===== config.mk =====
export PLATFORM = sky130hd
export DESIGN_NAME = dma_scheduler_flat
export DESIGN_NICKNAME = d
export VERILOG_FILES = /design/src/rtl/dma_scheduler_pkg.sv /design/src/rtl/dma_scheduler_if.sv /design/src/rtl/dma_port_mux.sv /design/src/rtl/dma_scheduler.sv /design/src/flat_wrapper.sv
export SDC_FILE = /design/constraint.sdc
export NUM_CORES = 1
export LEC_CHECK = 0
export CAP_MARGIN = 20
export CORE_ASPECT_RATIO = 0.75
export CORE_MARGIN = 5
export CORE_UTILIZATION = 27
export DETAILED_ROUTE_END_ITERATION = 10
export HOLD_SLACK_MARGIN = 0.1
export PLACE_DENSITY_LB_ADDON = 0.2
export SYNTH_ARGS = -nofsm -noshare
export SYNTH_HDL_FRONTEND = slang
export SYNTH_SLANG_ARGS = --single-unit

===== constraint.sdc =====
create_clock -name clk -period 1.8 [get_ports clk]
set_input_delay 0.36 -clock clk [delete_from_list [all_inputs] [get_ports clk]]
set_output_delay 0.36 -clock clk [all_outputs]
set_load 0.01 [all_outputs]

===== src/rtl/dma_scheduler_pkg.sv =====
// Shared types for the frame-synchronous DMA scheduler:
// FSM state encodings and the memory data width.
package dma_scheduler_pkg;

    localparam int DMA_DATA_WIDTH = 16;

    typedef enum logic [2:0] {
        S_IDLE      = 3'd0,
        S_HALT_REQ  = 3'd1,
        S_START     = 3'd2,
        S_WAIT_BUSY = 3'd3,
        S_WAIT_DONE = 3'd4,
        S_RELEASE   = 3'd5
    } state_e;

endpackage


===== src/rtl/dma_scheduler_if.sv =====
// Bundle of CPU, DMA-client and data-memory write-port signals around the scheduler.
// master: scheduler side. slave: CPU/clients/memory side.
interface dma_scheduler_if #(
    parameter int CLIENT_COUNT = 2,
    parameter int ADDR_WIDTH   = 13
);
    localparam int DW = dma_scheduler_pkg::DMA_DATA_WIDTH;

    logic                          frame_tick;
    logic                          cpu_halt;
    logic                          cpu_halted;
    logic                          cpu_we;
    logic [ADDR_WIDTH-1:0]         cpu_addr;
    logic [DW-1:0]                 cpu_dout;
    logic [CLIENT_COUNT-1:0]       cl_start;
    logic [CLIENT_COUNT-1:0]       cl_we;
    logic [CLIENT_COUNT*ADDR_WIDTH-1:0] cl_addr;
    logic [CLIENT_COUNT*DW-1:0]    cl_dout;
    logic                          mem_we;
    logic [ADDR_WIDTH-1:0]         mem_addr;
    logic [DW-1:0]                 mem_din;
    logic                          seq_done;
    logic                          overrun;
    logic [CLIENT_COUNT-1:0]       cl_err;

    modport master (
        input  frame_tick, cpu_halted, cpu_we, cpu_addr, cpu_dout,
        input  cl_we, cl_addr, cl_dout,
        output cpu_halt, cl_start, mem_we, mem_addr, mem_din,
        output seq_done, overrun, cl_err
    );

    modport slave (
        output frame_tick, cpu_halted, cpu_we, cpu_addr, cpu_dout,
        output cl_we, cl_addr, cl_dout,
        input  cpu_halt, cl_start, mem_we, mem_addr, mem_din,
        input  seq_done, overrun, cl_err
    );

endinterface


===== src/rtl/dma_port_mux.sv =====
// Combinational owner select for the data-memory write port.
// Ports: grant/idx pick client idx, otherwise the CPU; packed client buses in, mem_* out.
module dma_port_mux
    import dma_scheduler_pkg::*;
#(
    parameter int CLIENT_COUNT = 2,
    parameter int ADDR_WIDTH   = 13,
    parameter int IDX_WIDTH    = 1
) (
    input  logic                               grant,
    input  logic [IDX_WIDTH-1:0]               idx,
    input  logic                               cpu_we,
    input  logic [ADDR_WIDTH-1:0]              cpu_addr,
    input  logic [DMA_DATA_WIDTH-1:0]          cpu_dout,
    input  logic [CLIENT_COUNT-1:0]            cl_we,
    input  logic [CLIENT_COUNT*ADDR_WIDTH-1:0] cl_addr,
    input  logic [CLIENT_COUNT*DMA_DATA_WIDTH-1:0] cl_dout,
    output logic                               mem_we,
    output logic [ADDR_WIDTH-1:0]              mem_addr,
    output logic [DMA_DATA_WIDTH-1:0]          mem_din
);

    always_comb begin
        mem_we   = cpu_we;
        mem_addr = cpu_addr;
        mem_din  = cpu_dout;
        if (grant) begin
            // Only the granted client reaches memory; cpu_we is blocked.
            mem_we   = cl_we[idx];
            mem_addr = cl_addr[int'(idx)*ADDR_WIDTH +: ADDR_WIDTH];
            mem_din  = cl_dout[int'(idx)*DMA_DATA_WIDTH +: DMA_DATA_WIDTH];
        end
    end

endmodule


===== src/rtl/dma_scheduler.sv =====
// Frame-synchronous data-memory write-port sequencer: halts the CPU on frame_tick,
// starts each DMA client in index order, muxes its writes to memory, then releases the CPU.
// Ports: clk, reset (async, active-high), bus (dma_scheduler_if.master).
// Optional per-client watchdog enabled by defining DMA_TIMEOUT_EN.
module dma_scheduler
    import dma_scheduler_pkg::*;
#(
    parameter int CLIENT_COUNT = 2,
    parameter int ADDR_WIDTH   = 13
`ifdef DMA_TIMEOUT_EN
    ,
    parameter int TIMEOUT      = 1024
`endif
) (
    input  logic            clk,
    input  logic            reset,
    dma_scheduler_if.master bus
);

    localparam int IW = (CLIENT_COUNT > 1) ? $clog2(CLIENT_COUNT) : 1;

    state_e        state_q, state_d;
    logic [IW-1:0] idx_q, idx_d;
    logic          cpu_halt_q, cpu_halt_d;
    logic          overrun_q, overrun_d;
    logic          last;
    logic          grant;
    logic          tmo;
    logic          adv;

`ifdef DMA_TIMEOUT_EN
    localparam int TW = $clog2(TIMEOUT) + 1;
    logic [TW-1:0]           timer_q, timer_d;
    logic [CLIENT_COUNT-1:0] cl_err_q, cl_err_d;
    assign tmo = (timer_q == TW'(TIMEOUT - 1));
`else
    assign tmo = 1'b0;
`endif

    assign last  = (idx_q == IW'(CLIENT_COUNT - 1));
    assign grant = (state_q == S_START) || (state_q == S_WAIT_BUSY) ||
                   (state_q == S_WAIT_DONE);

    always_comb begin
        state_d   = state_q;
        idx_d     = idx_q;
        adv       = 1'b0;
        overrun_d = overrun_q | (bus.frame_tick & (state_q != S_IDLE));
`ifdef DMA_TIMEOUT_EN
        timer_d   = timer_q;
        cl_err_d  = cl_err_q;
`endif
        unique case (state_q)
            S_IDLE: begin
                if (bus.frame_tick) state_d = S_HALT_REQ;
            end
            S_HALT_REQ: begin
                if (bus.cpu_halted) begin
                    state_d = S_START;
                    idx_d   = '0;
                end
            end
            S_START: begin
                state_d = S_WAIT_BUSY;
`ifdef DMA_TIMEOUT_EN
                timer_d = '0;
`endif
            end
            S_WAIT_BUSY: begin
                // A timeout wins over a late busy indication.
                if (tmo) adv = 1'b1;
                else if (bus.cl_we[idx_q]) state_d = S_WAIT_DONE;
            end
            S_WAIT_DONE: begin
                if (tmo || !bus.cl_we[idx_q]) adv = 1'b1;
            end
            S_RELEASE: begin
                state_d = S_IDLE;
            end
            default: begin
                state_d = S_IDLE;
            end
        endcase

`ifdef DMA_TIMEOUT_EN
        if (state_q == S_WAIT_BUSY || state_q == S_WAIT_DONE) begin
            timer_d = timer_q + 1'b1;
            if (tmo) cl_err_d[idx_q] = 1'b1;
        end
`endif

        if (adv) begin
            if (last) begin
                state_d = S_RELEASE;
            end else begin
                idx_d   = idx_q + 1'b1;
                state_d = S_START;
            end
        end

        cpu_halt_d = (state_d == S_HALT_REQ) || (state_d == S_START) ||
                     (state_d == S_WAIT_BUSY) || (state_d == S_WAIT_DONE);
    end

    always_ff @(posedge clk or posedge reset) begin
        if (reset) begin
            state_q    <= S_IDLE;
            idx_q      <= '0;
            cpu_halt_q <= 1'b0;
            overrun_q  <= 1'b0;
        end else begin
            state_q    <= state_d;
            idx_q      <= idx_d;
            cpu_halt_q <= cpu_halt_d;
            overrun_q  <= overrun_d;
        end
    end

`ifdef DMA_TIMEOUT_EN
    always_ff @(posedge clk or posedge reset) begin
        if (reset) begin
            timer_q  <= '0;
            cl_err_q <= '0;
        end else begin
            timer_q  <= timer_d;
            cl_err_q <= cl_err_d;
        end
    end
    assign bus.cl_err = cl_err_q;
`else
    assign bus.cl_err = '0;
`endif

    assign bus.cpu_halt = cpu_halt_q;
    assign bus.cl_start = (state_q == S_START) ?
                          (CLIENT_COUNT'(1) << idx_q) : '0;
    assign bus.seq_done = (state_q == S_RELEASE);
    assign bus.overrun  = overrun_q;

    dma_port_mux #(
        .CLIENT_COUNT(CLIENT_COUNT),
        .ADDR_WIDTH  (ADDR_WIDTH),
        .IDX_WIDTH   (IW)
    ) u_mux (
        .grant   (grant),
        .idx     (idx_q),
        .cpu_we  (bus.cpu_we),
        .cpu_addr(bus.cpu_addr),
        .cpu_dout(bus.cpu_dout),
        .cl_we   (bus.cl_we),
        .cl_addr (bus.cl_addr),
        .cl_dout (bus.cl_dout),
        .mem_we  (bus.mem_we),
        .mem_addr(bus.mem_addr),
        .mem_din (bus.mem_din)
    );

endmodule

===== src/flat_wrapper.sv =====
// flat-port wrapper written by rule: the top's interface ports become plain ports
module dma_scheduler_flat import dma_scheduler_pkg::*;
#(
    parameter int CLIENT_COUNT = 2,
    parameter int ADDR_WIDTH   = 13

)
  (clk, reset, bus_frame_tick, bus_cpu_halted, bus_cpu_we, bus_cpu_addr, bus_cpu_dout, bus_cl_we, bus_cl_addr, bus_cl_dout, bus_cpu_halt, bus_cl_start, bus_mem_we, bus_mem_addr, bus_mem_din, bus_seq_done, bus_overrun, bus_cl_err);
  dma_scheduler_if #(.CLIENT_COUNT(CLIENT_COUNT), .ADDR_WIDTH(ADDR_WIDTH)) bus_i ();
  input  logic clk;
  input  logic reset;
  input wire logic [$bits(bus_i.frame_tick)-1:0] bus_frame_tick;
  input wire logic [$bits(bus_i.cpu_halted)-1:0] bus_cpu_halted;
  input wire logic [$bits(bus_i.cpu_we)-1:0] bus_cpu_we;
  input wire logic [$bits(bus_i.cpu_addr)-1:0] bus_cpu_addr;
  input wire logic [$bits(bus_i.cpu_dout)-1:0] bus_cpu_dout;
  input wire logic [$bits(bus_i.cl_we)-1:0] bus_cl_we;
  input wire logic [$bits(bus_i.cl_addr)-1:0] bus_cl_addr;
  input wire logic [$bits(bus_i.cl_dout)-1:0] bus_cl_dout;
  output wire logic [$bits(bus_i.cpu_halt)-1:0] bus_cpu_halt;
  output wire logic [$bits(bus_i.cl_start)-1:0] bus_cl_start;
  output wire logic [$bits(bus_i.mem_we)-1:0] bus_mem_we;
  output wire logic [$bits(bus_i.mem_addr)-1:0] bus_mem_addr;
  output wire logic [$bits(bus_i.mem_din)-1:0] bus_mem_din;
  output wire logic [$bits(bus_i.seq_done)-1:0] bus_seq_done;
  output wire logic [$bits(bus_i.overrun)-1:0] bus_overrun;
  output wire logic [$bits(bus_i.cl_err)-1:0] bus_cl_err;
  assign bus_i.frame_tick = bus_frame_tick;
  assign bus_i.cpu_halted = bus_cpu_halted;
  assign bus_i.cpu_we = bus_cpu_we;
  assign bus_i.cpu_addr = bus_cpu_addr;
  assign bus_i.cpu_dout = bus_cpu_dout;
  assign bus_i.cl_we = bus_cl_we;
  assign bus_i.cl_addr = bus_cl_addr;
  assign bus_i.cl_dout = bus_cl_dout;
  assign bus_cpu_halt = bus_i.cpu_halt;
  assign bus_cl_start = bus_i.cl_start;
  assign bus_mem_we = bus_i.mem_we;
  assign bus_mem_addr = bus_i.mem_addr;
  assign bus_mem_din = bus_i.mem_din;
  assign bus_seq_done = bus_i.seq_done;
  assign bus_overrun = bus_i.overrun;
  assign bus_cl_err = bus_i.cl_err;
  dma_scheduler #(.CLIENT_COUNT(CLIENT_COUNT), .ADDR_WIDTH(ADDR_WIDTH)) u_core (.clk(clk), .reset(reset), .bus(bus_i));
endmodule

==> results.sh, run 1 <==
export IMPL_status="finished with violations"
export IMPL_violations="setup timing"
export IMPL_cts_tree="built"
export IMPL_vdd_drop_max_uv=720
export IMPL_slowest_stage="dfrtp_1"
export IMPL_placementRows=20
export IMPL_dr_pass1_iters=4
export IMPL_drc_errors=0
export IMPL_fillCellCount=323
export IMPL_max_freq_mhz=483
export IMPL_period_share_pct=115
export IMPL_avgSynthCellArea_um2=10.4
export IMPL_diodes=0
export IMPL_placed_area_um2=2510
export IMPL_portBuffers=128
export IMPL_gp_congestion=0.825
export IMPL_hpwlAfterDp_mm=3.70
export IMPL_via_per_inst=4.62
export IMPL_routed_wl_mm=4.81
export IMPL_crit_fanout=10
export IMPL_cts_max_level=1
export IMPL_cp_arrival_ps=1710
export IMPL_hold_viol=0
export IMPL_hold_path_class="input pin to async pin"
export IMPL_clock_sinks=6
export IMPL_end_kind="output pin"
export IMPL_design_area_um2=2730
export IMPL_synthCells=107
export IMPL_fin_crit_ps=2070
export IMPL_ios=131
export IMPL_drt_iter0_drc=49
export IMPL_critPathRequiredTime_ps=1440
export IMPL_ant_nets=0
export IMPL_final_cell_mix="95 x clkdlybuf4s50_1, 38 x mux2_2, 26 x buf_6"
export IMPL_synth_seq_area_share_pct=13.5
export IMPL_maxCapViolations=0
export IMPL_grt_total_usage_pct=15.7
export IMPL_setup_viol=30
export IMPL_grt_pass1_vias=1511
export IMPL_die_w_um=84.2
export IMPL_ys_warn_count=0
export IMPL_clock_latency_ps=230
export IMPL_nNetsFinal=344
export IMPL_slew_viol_final=0
export IMPL_vias=1401
export IMPL_antenna_found_initial=0
export IMPL_crit_family="buffers and inverters"
export IMPL_powerDensity_nw_per_um2=1390
export IMPL_skew_ps=5.91
export IMPL_crit_path_start_kind="register"
export IMPL_multi_input_area_um2=946
export IMPL_area_growth_pct=145
export IMPL_setup_slack_ps=-269
export IMPL_cp_common_cell="buf_12"
export IMPL_synth_area_um2=1110
export IMPL_ys_ff_latch=6
export IMPL_mostFrequentLayoutCell="clkdlybuf4s50_1"
export IMPL_cts_made_buffers=3
export IMPL_dieHeight_um=65.6
export IMPL_crit_chain="and2b_4 -> a21oi_4 -> buf_12 -> buf_12 -> mux2_2 -> buf_6"
export IMPL_wl_per_cell_um=15.9
export IMPL_dieArea_um2=5520
export IMPL_rsz0062_at_grt="true"
export IMPL_register_area_um2=151
export IMPL_path_clk_slew_ps=40
export IMPL_initial_core_util_pct=27.6
export IMPL_clk_path_buf_depth=2
export IMPL_overflow=0
export IMPL_grt_max_degree=20
export IMPL_cts_hold_buf=0
export IMPL_worst_path_buf_inv=3
export IMPL_utilization_pct=67.8
export IMPL_coreArea_um2=4030
export IMPL_grt_first_pass_wirelength_mm=7.00
export IMPL_synth_distinct_cells=26
export IMPL_p_leak_nw=1.20
export IMPL_criticalPathCategory="register to output pin"
export IMPL_cpPeakStageDelay_ps=360
export IMPL_drive_above_1_share_pct=46.8
export IMPL_clockRootBuffer="clkbuf_8"
-- synth_stat cells --
cell type / count / share of area [%]
conb_1: 1 / 0.34
o22ai_1: 1 / 0.56
dfrtp_1: 6 / 13
buf_2: 2 / 0.90
nand3_1: 1 / 0.45
o21ai_0: 2 / 0.90
nand2_1: 3 / 1.0
a21oi_4: 1 / 1.5
nor2b_1: 1 / 0.56
a211o_1: 1 / 0.79
mux2_2: 56 / 57
o31ai_1: 2 / 1.3
nand2b_1: 2 / 1.1
nor3_1: 1 / 0.45
mux2_1: 4 / 4.0
and2_1: 1 / 0.56
and3_1: 2 / 1.1
nand4_1: 1 / 0.56
nor3b_1: 1 / 0.67
o21bai_1: 1 / 0.67
and2b_4: 2 / 1.8
nor4b_1: 2 / 1.6
inv_1: 3 / 1.0
a21oi_1: 2 / 0.90
buf_4: 3 / 2.0
buf_6: 5 / 5.1
-- cell type report --
| class | count | area share, % |
|---|---|---|
| clock buffer | 3 | 1.51 |
| tap | 55 | 2.52 |
| sequential | 6 | 5.54 |
| timing repair buffer | 147 | 55.4 |
| inverter | 3 | 0.412 |
| multi-input combinational | 89 | 34.6 |
-- what timing repair did --
action                                  4_1_cts  5_1_grt
resized for setup                           168       12
cloned                                        2        1
pin swaps                                     1        0
endpoints found under the setup margin       33       32
setup buffers                                 2        2
-- final timing paths --
kind | start | endpoint | slack [ps] | cells after the start
worst max register to register | u_core.idx_q | u_core.state_q[0] | 230 | 5
worst max-delay path | u_core.state_q[1] | bus_mem_din[8] | -270 | 6
max in group asynchronous | reset | u_core.idx_q | 1220 | 2
min in group clk | u_core.bus.overrun | u_core.bus.overrun | 460 | 1
worst min register to register | u_core.bus.overrun | u_core.bus.overrun | 460 | 1
worst min-delay path | reset | u_core.state_q[0] | 360 | 2
-- power breakdown --
group / internal, mW / leakage [nW] / switching, mW
Combinational: 2.12 / 1.11 / 1.22
Clock: 0.144 / 0.0216 / 0.0629
Sequential: 0.193 / 0.0668 / 0.0573
-- worst reg2reg max path: stages (launching register included) --
cell	delay (ps)
dfrtp_2	450
buf_12	150
mux2_2	340
buf_4	150
and3_1	180
o31ai_1	200
-- through the flow --
| stage | power (mW) | TNS (ps) | std cells | hold WS (ps) | worst slack (ps) |
|---|---|---|---|---|---|
| final | 3.79 | -6650 | 303 | 356 | -269 |
| after global routing | 4.02 | -8220 | 303 | 388 | -321 |
| after CTS | 3.66 | -7140 | 301 | 365 | -272 |
| after detailed placement | 3.02 | -10020 | 294 | 456 | -364 |
| after global placement | 3.00 | -9580 | 294 | 454 | -340 |
| after floorplan | 1.81 | 0 | 108 | 151 | 128 |
-- registers in the layout, indices dropped and copies added (netlist names) --
signal	count
u_core.idx_q	1
u_core.bus.overrun	1
u_core.bus.cpu_halt	1
u_core.state_q	3
-- per-layer routing --
layer | vias up | part of all wire [%] | global-route usage, %
met4 | 0 | 0.96 | 3.21
li1 | 674 | - | -
met5 | - | 0 | 0
met2 | 86 | 52 | 30.0
met1 | 634 | 37 | 16.7
met3 | 7 | 9.7 | 5.51
-- logic make-up after synthesis --
| logic type | share of synthesized area [%] |
|---|---|
| AOI/OAI and AO/OA | 6.63 |
| buffers and inverters | 8.99 |
| DFF | 13.5 |
| muxes | 60.7 |
| other | 0.337 |
| and+or+nand+nor | 9.89 |
Power figures use the tool's default switching activity.
==> run 2, diff against run 1 <==
CORE_UTILIZATION = 24   (was 27)
CTS_CLUSTER_DIAMETER = 200   (was not set)
==> run 2 against run 1 <==
  * Maximum frequency up 1.8%
  * The flow still finishes with violations (setup timing)
  * Final area is 1.1% higher
  * Highest routed layer unchanged
  * Sequential share of layout area is 0.11 points lower
  * Clock-buffer cell count unchanged
  * Global-route usage fell by 1.3 points
  * Via count decreased by 1.5%
  * Register-to-register slack better by 20 ps
  * Worst hold slack better by 9.4 ps
  * Sequential cell count is the same
  * First-iteration DRC count did not move
  * Combinational power up 2%
  * Wire length is 2.9% higher
==> results.sh, run 2 (same netlist as run 1, synthesis figures left out) <==
export IMPL_hpwlAfterDp_mm=3.99
export IMPL_criticalPathCategory="register to output pin"
export IMPL_cp_arrival_ps=1670
export IMPL_cts_hold_buf=0
export IMPL_p_leak_nw=1.24
export IMPL_drive_above_1_share_pct=47.2
export IMPL_grt_total_usage_pct=14.4
export IMPL_r2r_slack_ps=250
export IMPL_powerDensity_nw_per_um2=1390
export IMPL_place_ws_ps=-357
export IMPL_cts_max_level=1
export IMPL_routed_wl_mm=4.95
export IMPL_area_growth_pct=148
export IMPL_vdd_drop_max_uv=715
export IMPL_register_area_um2=150
export IMPL_fillCellCount=397
export IMPL_clock_latency_ps=230
export IMPL_multi_input_area_um2=980
export IMPL_diodes=0
export IMPL_setup_viol=30
export IMPL_crit_fanout=6
export IMPL_regMostFlops="u_core.state_q"
export IMPL_power_mw=3.85
export IMPL_maxCapViolations=0
export IMPL_use_met3_pct=4.16
export IMPL_antenna_found_initial=0
export IMPL_finalNonFillerCells=305
export IMPL_hold_path_class="input pin to async pin"
export IMPL_drt_iter0_drc=49
export IMPL_grt_pass1_vias=1405
export IMPL_vias=1380
export IMPL_place_inst=298
export IMPL_coreArea_um2=4470
export IMPL_grt_max_degree=22
export IMPL_timing_hold_ws_ps=365
export IMPL_cts_made_buffers=3
export IMPL_status="finished with violations"
export IMPL_grt_use_met2_pct=25.1
export IMPL_crit_path_start_kind="register"
export IMPL_dr_pass1_iters=4
export IMPL_busiest_layer="met2"
export IMPL_period_share_pct=113
export IMPL_path_clk_slew_ps=40
export IMPL_setup_slack_ps=-233
export IMPL_reg2reg_from="u_core.idx_q"
export IMPL_clk_path_buf_depth=2
export IMPL_fin_crit_ps=2030
export IMPL_end_kind="output pin"
export IMPL_rsz0062_at_grt="true"
export IMPL_critPathRequiredTime_ps=1440
export IMPL_gp_congestion=0.787
export IMPL_via_per_inst=4.52
export IMPL_initial_core_util_pct=24.9
export IMPL_clock_sinks=6
export IMPL_grt_first_pass_wirelength_mm=6.83
export IMPL_rr_worst_depth=5
export IMPL_final_cell_mix="95 x clkdlybuf4s50_1, 35 x buf_6, 30 x mux2_2, 30 x mux2_4, 10 x buf_4"
export IMPL_clockRootBuffer="clkbuf_8"
export IMPL_hold_viol=0
export IMPL_ios=131
export IMPL_crit_start="u_core.state_q[2]"
export IMPL_slew_viol_final=0
export IMPL_largest_register_ffs=3
export IMPL_utilization_pct=61.8
export IMPL_drc_errors=0
export IMPL_portBuffers=128
export IMPL_dieArea_um2=6120
export IMPL_gr_usage_met1_pct=17.7
export IMPL_cts_tree="built"
export IMPL_die_w_um=88.7
export IMPL_nNetsFinal=344
export IMPL_ant_nets=0
export IMPL_mostFrequentLayoutCell="clkdlybuf4s50_1"
export IMPL_dieHeight_um=69.0
export IMPL_overflow=0
export IMPL_placementRows=21
export IMPL_max_freq_mhz=492
export IMPL_skew_ps=5.36
export IMPL_violations="setup timing"
export IMPL_wl_per_cell_um=16.2
## run 2: power breakdown
part | switching, mW | internal [mW] | leakage, nW
sequential | 0.0336 | 0.191 | 0.0678
clock | 0.0647 | 0.144 | 0.0216
combinational | 1.25 | 2.17 | 1.15
total | 1.34 | 2.50 | 1.24
## run 2: stage by stage
| step | cell area (um2) | setup TNS (ps) |
|---|---|---|
| finish | 2760 | -6280 |
| global route | 2760 | -7950 |
| CTS | 2740 | -6390 |
| detailed placement | 2510 | -10040 |
| global placement | 2510 | -9580 |
| floorplan | 1120 | 0 |
## run 2: worst max-delay path, stage by stage (launching register included)
cell,delay [ps]
dfrtp_1,370
and2b_4,180
a21oi_4,190
buf_6,140
buf_8,130
mux2_4,310
buf_6,120
## run 2: worst paths after layout
check                                      endpoint
min in group clk                 u_core.bus.overrun
worst min-delay path            u_core.bus.cpu_halt
worst max-delay path                bus_mem_din[13]
max in group asynchronous         u_core.state_q[2]
worst max register to register    u_core.state_q[0]
worst min register to register   u_core.bus.overrun
## run 2: cell type report
type	instances	share of cell area [%]
Tap cell	57	2.58
Sequential cell	6	5.43
Inverter	3	0.408
Multi-Input combinational cell	89	35.5
Timing Repair Buffer	147	54.6
Clock buffer	3	1.49
## run 2: metal layers
layer | wire length, um | share of wire, % | up-vias
met5 | 0 | 0 | -
met4 | 30 | 0.61 | 0
met3 | 571 | 12 | 5
met2 | 2380 | 48 | 80
met1 | 1980 | 40 | 622
li1 | - | - | 673
## run 2: repair_timing
item | CTS | global route
pin swaps | 1 | 1
gates cloned | 2 | 0
endpoints found under the setup margin | 33 | 31
buffers inserted | 3 | 0
resized for setup | 186 | 17
